## config.mk

```make
export PLATFORM = sky130hd
export DESIGN_NAME = seg_scan_ctrl
export DESIGN_NICKNAME = d
export VERILOG_FILES = /design/src/rtl/seg_scan_ctrl.sv
export SDC_FILE = /design/constraint.sdc
export NUM_CORES = 1
export LEC_CHECK = 0
export CAP_MARGIN = 20
export CORE_UTILIZATION = 45
export DETAILED_ROUTE_END_ITERATION = 8
export GPL_TIMING_DRIVEN = 0
export PLACE_DENSITY_LB_ADDON = 0.1
export SYNTH_ARGS = -nofsm -noshare
export SYNTH_HDL_FRONTEND = slang
export SYNTH_SLANG_ARGS = --single-unit
export TNS_END_PERCENT = 30
```

## constraint.sdc

```tcl
create_clock -name clk -period 2.1 [get_ports clk]
set_input_delay 0.525 -clock clk [delete_from_list [all_inputs] [get_ports clk]]
set_output_delay 0.525 -clock clk [all_outputs]
set_load 0.1 [all_outputs]
```

## src/rtl/seg_scan_ctrl.sv

```systemverilog
// Scan/flash timing and frame-synchronous display buffer for the 7-seg decoder.
// Optional flash generator built only when SEG_FLASH_EN is defined.
module seg_scan_ctrl #(
  parameter int SCAN_DIV     = 100000,
  parameter int FLASH_FRAMES = 64
) (
  input  logic        clk,
  input  logic        rst,
  input  logic        wr_valid,
  output logic        wr_ready,
  input  logic [31:0] wr_data,
  input  logic [7:0]  wr_le,
  input  logic [7:0]  wr_point,
  input  logic        flash_en,
  output logic [31:0] data,
  output logic [7:0]  le,
  output logic [7:0]  point,
  output logic [2:0]  scan,
  output logic        flash,
  output logic        frame_tick
);

  localparam int DW = (SCAN_DIV > 1) ? $clog2(SCAN_DIV) : 1;
  localparam int FW = (FLASH_FRAMES > 1) ? $clog2(FLASH_FRAMES) : 1;
  localparam logic [DW-1:0] DIV_LAST = DW'(SCAN_DIV - 1);

  typedef enum logic {
    IDLE,
    HOLD
  } wst_t;

  wst_t st;
  wst_t st_nx;

  logic [DW-1:0] div;
  logic          div_last;
  logic          pending;
  logic          accept;
  logic          commit;
  logic [31:0]   pdata;
  logic [7:0]    ple;
  logic [7:0]    ppoint;

  assign div_last   = (div == DIV_LAST);
  assign frame_tick = div_last && (scan == 3'd7);
  assign accept     = wr_valid && wr_ready;
  assign commit     = frame_tick && pending;

  always_ff @(posedge clk) begin
    if (rst) begin
      div  <= '0;
      scan <= 3'd0;
    end else if (div_last) begin
      div  <= '0;
      scan <= scan + 3'd1;
    end else begin
      div  <= div + 1'b1;
    end
  end

  always_ff @(posedge clk) begin
    if (rst) st <= IDLE;
    else     st <= st_nx;
  end

  always_comb begin
    st_nx = st;
    unique case (st)
      IDLE: if (accept)     st_nx = HOLD;
      HOLD: if (frame_tick) st_nx = IDLE;
      default:              st_nx = IDLE;
    endcase
  end

  always_comb begin
    pending  = (st == HOLD);
    wr_ready = !pending;
  end

  always_ff @(posedge clk) begin
    if (rst) begin
      pdata  <= '0;
      ple    <= '0;
      ppoint <= '0;
    end else if (accept) begin
      pdata  <= wr_data;
      ple    <= wr_le;
      ppoint <= wr_point;
    end
  end

  // New contents land on the frame edge, so they appear with scan=0.
  always_ff @(posedge clk) begin
    if (rst) begin
      data  <= '0;
      le    <= '0;
      point <= '0;
    end else if (commit) begin
      data  <= pdata;
      le    <= ple;
      point <= ppoint;
    end
  end

`ifdef SEG_FLASH_EN
  localparam logic [FW-1:0] FC_LAST = FW'(FLASH_FRAMES - 1);

  logic [FW-1:0] fc;
  logic          flash_q;

  always_ff @(posedge clk) begin
    if (rst || !flash_en) begin
      fc      <= '0;
      flash_q <= 1'b0;
    end else if (frame_tick) begin
      if (fc == FC_LAST) begin
        fc      <= '0;
        flash_q <= !flash_q;
      end else begin
        fc      <= fc + 1'b1;
      end
    end
  end

  assign flash = flash_q;
`else
  logic unused_flash_en;
  assign unused_flash_en = flash_en;
  assign flash = 1'b0;
`endif

endmodule

```

---- After elaboration in Yosys (flattened, before gate mapping) ----
Cells that the tools add are included.
storage, ports and cells
  register bits after elaboration ......... 117
  input bits .............................. 52
cells by class
  equal/unequal tests ..................... 2
  bitwise logic cells ..................... 1
  add/subtract/negate cells ............... 2
  reduce and logical (&&, ||, !) cells .... 5
  muxes and demuxes ....................... 3
operator list
  cell                     number
  $add A17 B1 Y17 const B  1
  $eq A17 B17 Y1 const B   1
  $add A3 B1 Y3 const B    1
  $eq A3 B3 Y1 const B     1
  $logic_and A1 B1 Y1      3
  $mux W1                  2
  $pmux W1 S2              1
  $reduce_or A2 Y1         1
  $logic_not A1 Y1         1
  $not A1 Y1               1

---- Logic depth before layout (Yosys ltp) ----
  depth in word-level cells ............... 4
  depth in mapped cells ................... 8
  gate-level depth less buffers ........... 5

---- Least setup slack after synthesis ----
Ideal clock, no wire load.
  kind .................................... register -> output
  start point ............................. reg scan[0]
  end point ............................... out frame_tick
  data required time ...................... 1.575 ns
  stages on the path, launching flop included .. 4
  slack ................................... -0.564 ns
  data arrival time ....................... 2.139 ns
  path through ............................ dfxtp_1 -> ha_1 -> ha_1 -> and2_1
on the way
  cells in the longest elaborated chain, start to end .. 2
RTL lines
  element                 RTL line  source
  from (decl)             18        output logic [2:0] scan,
  from (signal assigned)  55        scan <= scan + 3'd1;
  $eq A3 B3 Y1            45        assign frame_tick = div_last && (scan == 3'd7);
  $logic_and A1 B1 Y1     45
  to (decl)               20        output logic frame_tick
Every way passes these cells.

---- Worst setup path after layout ----
  start point ............................. reg div[5]
  end point ............................... out frame_tick
on the way
  cells in the longest elaborated chain, start to end .. 2
RTL lines
  element                 RTL line  source
  from (decl)             35        logic [DW-1:0] div;
  from (signal assigned)  57        div <= div + 1'b1;
  $eq A17 B17 Y1          44        assign div_last = (div == DIV_LAST);
  $logic_and A1 B1 Y1     45
Every way passes these cells.

==> impl.org <==
** Worst setup path
- At the worst endpoint, the required time is roughly 1600 ps.
- In this run the register-to-register setup slack is -180 ps.
- Data arrives at the worst endpoint at 2070 ps.
- Startpoint of the lowest-slack register-to-register path :: div[5]
- For the worst flop-to-flop path, the logic depth is 7.
- Crit Path Max Fanout :: 4
- The worst setup path is launched from a flip-flop.
- Endpoint of the worst-slack reg-to-reg timing path :: data[28]
- By startpoint and endpoint, the worst setup path is classified as flip-flop to primary output.
- The worst setup path is captured at a primary output.

** Synthesis
- Sequential element share of the synthesized area :: 0.495
- The synthesized netlist occupies a cell area of 4730 um2.
- FF+latch count, synth :: 117
- Net count after synthesis :: 584
- Fraction of registers with async set/reset :: 0
- Instance count of the mapped netlist :: 529
- Cell taking the most area after synthesis :: sky130_fd_sc_hd__dfxtp_1
- Yosys printed 0 warnings.
- EDFF count, synth :: 0
- Mean Syn Cell Area :: 8.95 um2
- Share of the synthesized area in the top cell type :: 0.495
- Distinct cells, synth :: 31
- In the synthesized netlist the dominant register cell turns out to be sky130_fd_sc_hd__dfxtp_1.
- After synthesis, the cell types taking the most area are sky130_fd_sc_hd__dfxtp_1 (49%), sky130_fd_sc_hd__nand2b_1 (13%), sky130_fd_sc_hd__mux2i_1 (10%), sky130_fd_sc_hd__nand2_1 (8.2%), sky130_fd_sc_hd__a21oi_1 (5.6%).

** Power
- Register share of total power :: 0.423
- Power dissipated by switching net loads :: 0.00122 W
- For this design the ratio of total power to cell area is around 800 nW/um2.
- IR drop worst, VDD :: 0.000402 V
- Proportion of total power due to net switching :: 0.224
- Cell Int Power :: between 0.004 and 0.005 W
- Overall Power :: 0.00546 W
- Combinational share of power :: 0.063
- Part of the total power dissipated in the clock network :: 0.514
- Summed over all cells, the static leakage comes to 2.42 nW.

** Cells and area
- Synthesis-to-finish area growth :: 47.2%
- Leaving out fill and tap cells, the most frequent cells in the layout are sky130_fd_sc_hd__dfxtp_1 (104), sky130_fd_sc_hd__nand2_1 (103), sky130_fd_sc_hd__nand2b_1 (96), sky130_fd_sc_hd__a21oi_1 (52), sky130_fd_sc_hd__clkdlybuf4s15_2 (52).
- Once layout is complete, the cells apart from fillers number 818.
- Summing all non-filler instances in the final layout gives an area of 6970 um2.
- Number of nets in the layout :: 725
- Fraction of layout cells with a size suffix above 1 :: 0.205
- Leaving out fill and tap cells, the most frequent cell in the layout is sky130_fd_sc_hd__dfxtp_1.
- The number of antenna diodes in the final layout is 0.
- Once layout is complete, the utilization of the core stands at 0.678.

** Floorplanning
- The initial utilization of the core area, before any placement, comes to 0.460.
- Die Height :: 105 um
- The die covers 10900 um2.
- X dimension of the die :: 105 um
- Count of boundary I/O pins :: 106
- Placeable core area :: 10300 um2
- Number of placement rows :: 37

** Min path
- In this run the worst hold path is classified as flip-flop to flip-flop.
- Number of instances on the worst hold path :: 2
- Terminating pin of the worst hold path :: ple[7]
- Hold Startpoint :: ple[7]

** Placement
- The number of placed instances, taps included, is approximately 770.
- Prior to clock tree synthesis, the placed netlist has a worst setup slack of -1070 ps.
- At the end of routability-driven placement, the weighted congestion stood at 0.784.
- Count of buffers from port buffering :: 102
- Detail Placement HPWL :: between 7000 and 8000 um
- Placed cell area :: 5960 um2

** Timing
- Setup violations remaining at the end of the flow were counted as 50.
- Setup repair after global routing missed its margin :: true
- At the pin with the least slew margin, the transition time is about 600 ps.
- Dividing the final minimum period by the clock period gives 1.24.
- The final count of hold timing violations was 0.
- Static timing analysis puts the maximum clock frequency at 0.385 GHz.
- Smallest setup slack after layout :: -500 ps
- For the final database, setup skew stands at 6.57 ps.
- Headroom to the max-slew limit came out at 0.611.
- The worst path in the final design needs a cycle of about 2600 ps, including I/O delays and setup.
- Max-slew violations :: 0

** Clock tree
- Library cell used as clock root buffer :: sky130_fd_sc_hd__clkbuf_8
- The later pin in the worst-skew pair is clocked with a latency of 510 ps.
- Clock sink total :: roughly 120
- CTS HTree Levels :: 4
- TritonCTS built the clock tree.
- Number of CTS-inserted buffers :: 17
- No sink is reached through more buffers than the 2 on the longest clock path.
- Clock slew seen by the registers of the worst setup and hold paths :: 60 ps

** Status
- Result of the run :: finished with violations
- The checks that failed: setup timing.

** Detailed routing
- Residual antenna-violating net count after detailed routing :: 0
- Summed over all layers, the routed wires come to 11600 um.
- The routed layout has 4001 vias.
- For this run, design rule violations remaining after detail routing come to 0.
- The first TritonRoute pass finished after 4 iterations.
- Dividing the detail-routed via count by the number of cells gives 4.89.
- WL/cell :: 14.1 um
- DRC marker count from the first detailed-route iteration :: 113

** Global route
- Entering global routing, the biggest net connects 17 pins.
- Wire length of the first global-routing pass :: between 15000 and 20000 um
- Initial antenna violation count :: 0
- Total routing usage reported by global routing :: 0.215
- Via count of the first global-routing pass :: around 4.0k
- Remaining global-route overflow :: 0

** Job
- Across the run, the number of max-cap violations was 0.
==> worst max-delay path by stage <==
stage	slack, ps	from	endpoint
2_1_floorplan	-60	div[14]	data[22]
3_3_place_gp	-1070	div[0]	frame_tick
3_5_place_dp	-1070	div[0]	frame_tick
5_1_grt	-570	div[5]	frame_tick
6_report	-500	div[5]	frame_tick
4_1_cts	-490	div[13]	frame_tick
==> Yosys cell counts (2+ instances only) <==
| cell | number |
|---|---|
| sky130_fd_sc_hd__a21oi_1 | 53 |
| sky130_fd_sc_hd__buf_1 | 3 |
| sky130_fd_sc_hd__buf_2 | 3 |
| sky130_fd_sc_hd__buf_4 | 4 |
| sky130_fd_sc_hd__clkbuf_1 | 23 |
| sky130_fd_sc_hd__dfxtp_1 | 117 |
| sky130_fd_sc_hd__ha_1 | 3 |
| sky130_fd_sc_hd__inv_1 | 5 |
| sky130_fd_sc_hd__mux2i_1 | 48 |
| sky130_fd_sc_hd__nand2_1 | 104 |
| sky130_fd_sc_hd__nand2b_1 | 97 |
| sky130_fd_sc_hd__nand3_1 | 10 |
| sky130_fd_sc_hd__nand4_1 | 3 |
| sky130_fd_sc_hd__nor2_1 | 17 |
| sky130_fd_sc_hd__nor3_1 | 3 |
| sky130_fd_sc_hd__nor4_1 | 6 |
| sky130_fd_sc_hd__o21ai_0 | 2 |
| sky130_fd_sc_hd__or3_1 | 2 |
| sky130_fd_sc_hd__or4_1 | 2 |
| sky130_fd_sc_hd__or4bb_1 | 2 |
| sky130_fd_sc_hd__xnor2_1 | 9 |
| sky130_fd_sc_hd__xor2_1 | 4 |
==> repair_timing <==
item	in CTS	in global routing
hold buffers	0	0
pin swaps	6	7
setup buffers	14	12
resized for setup	178	32
gates cloned	0	3
endpoints found under the setup margin	112	69
==> cell type report <==
| type | instances | area, um2 |
|---|---|---|
| clock inverter | 14 | 163 |
| multi-input combinational | 372 | 2270 |
| tap | 136 | 170 |
| buffer | 33 | 221 |
| clock buffer | 17 | 414 |
| timing repair buffer | 124 | 1340 |
| sequential | 117 | 2370 |
| fill | 864 | 3310 |
| inverter | 5 | 18.8 |
==> routing by layer <==
metal  routed length, um  share of wire  GRT usage
met5                   0              0          0
met4                 182          0.016     0.0827
met3                 663          0.057     0.0630
met2                5740           0.50      0.367
met1                4980           0.43      0.254
==> power groups by stage <==
stage / sequential [W] / clock [W] / combinational [W]
floorplan: 0.00235 / 0 / 0.000189
global placement: 0.00236 / 0 / 0.000333
detailed placement: 0.00236 / 0 / 0.000339
CTS: 0.00231 / 0.00284 / 0.000343
global route: 0.00232 / 0.00294 / 0.000384
finish: 0.00231 / 0.00281 / 0.000344
==> logic make-up (layout without fill, tap and decap cells) <==
family,Yosys count,after routing,synth area share
AND/OR/NAND/NOR,251,251,0.269
flip-flops,117,117,0.495
AO/OA/AOI/OAI,56,56,0.0598
multiplexers,48,48,0.102
buffers and inverters,40,193,0.0415
XOR/XNOR,13,13,0.0241
adder cells (fa/ha/maj),3,3,0.00793
other,1,1,0.000792
==> worst max-delay path, stage by stage, from the launching register on <==
cell	delay, ps
sky130_fd_sc_hd__dfxtp_4	350
sky130_fd_sc_hd__or4bb_4	550
sky130_fd_sc_hd__nor4_4	310
sky130_fd_sc_hd__and2_4	190
sky130_fd_sc_hd__buf_12	160
==> flip-flops by register name (all words and copies together) (netlist names) <==
| register | cells |
|---|---|
| pdata | 32 |
| le | 8 |
| ppoint | 8 |
| scan | 3 |
| pending | 1 |
| point | 8 |
| data | 32 |
| ple | 8 |
| div | 17 |
==> metrics by stage <==
stage / hold slack [ps] / setup TNS, ps
final: 454 / -5720
after floorplan: 437 / -534
after global routing: 469 / -9490
after CTS: 448 / -15910
after detailed placement: 447 / -23860
after global placement: 442 / -22140
Note: power is estimated with default switching activity, not from simulation.
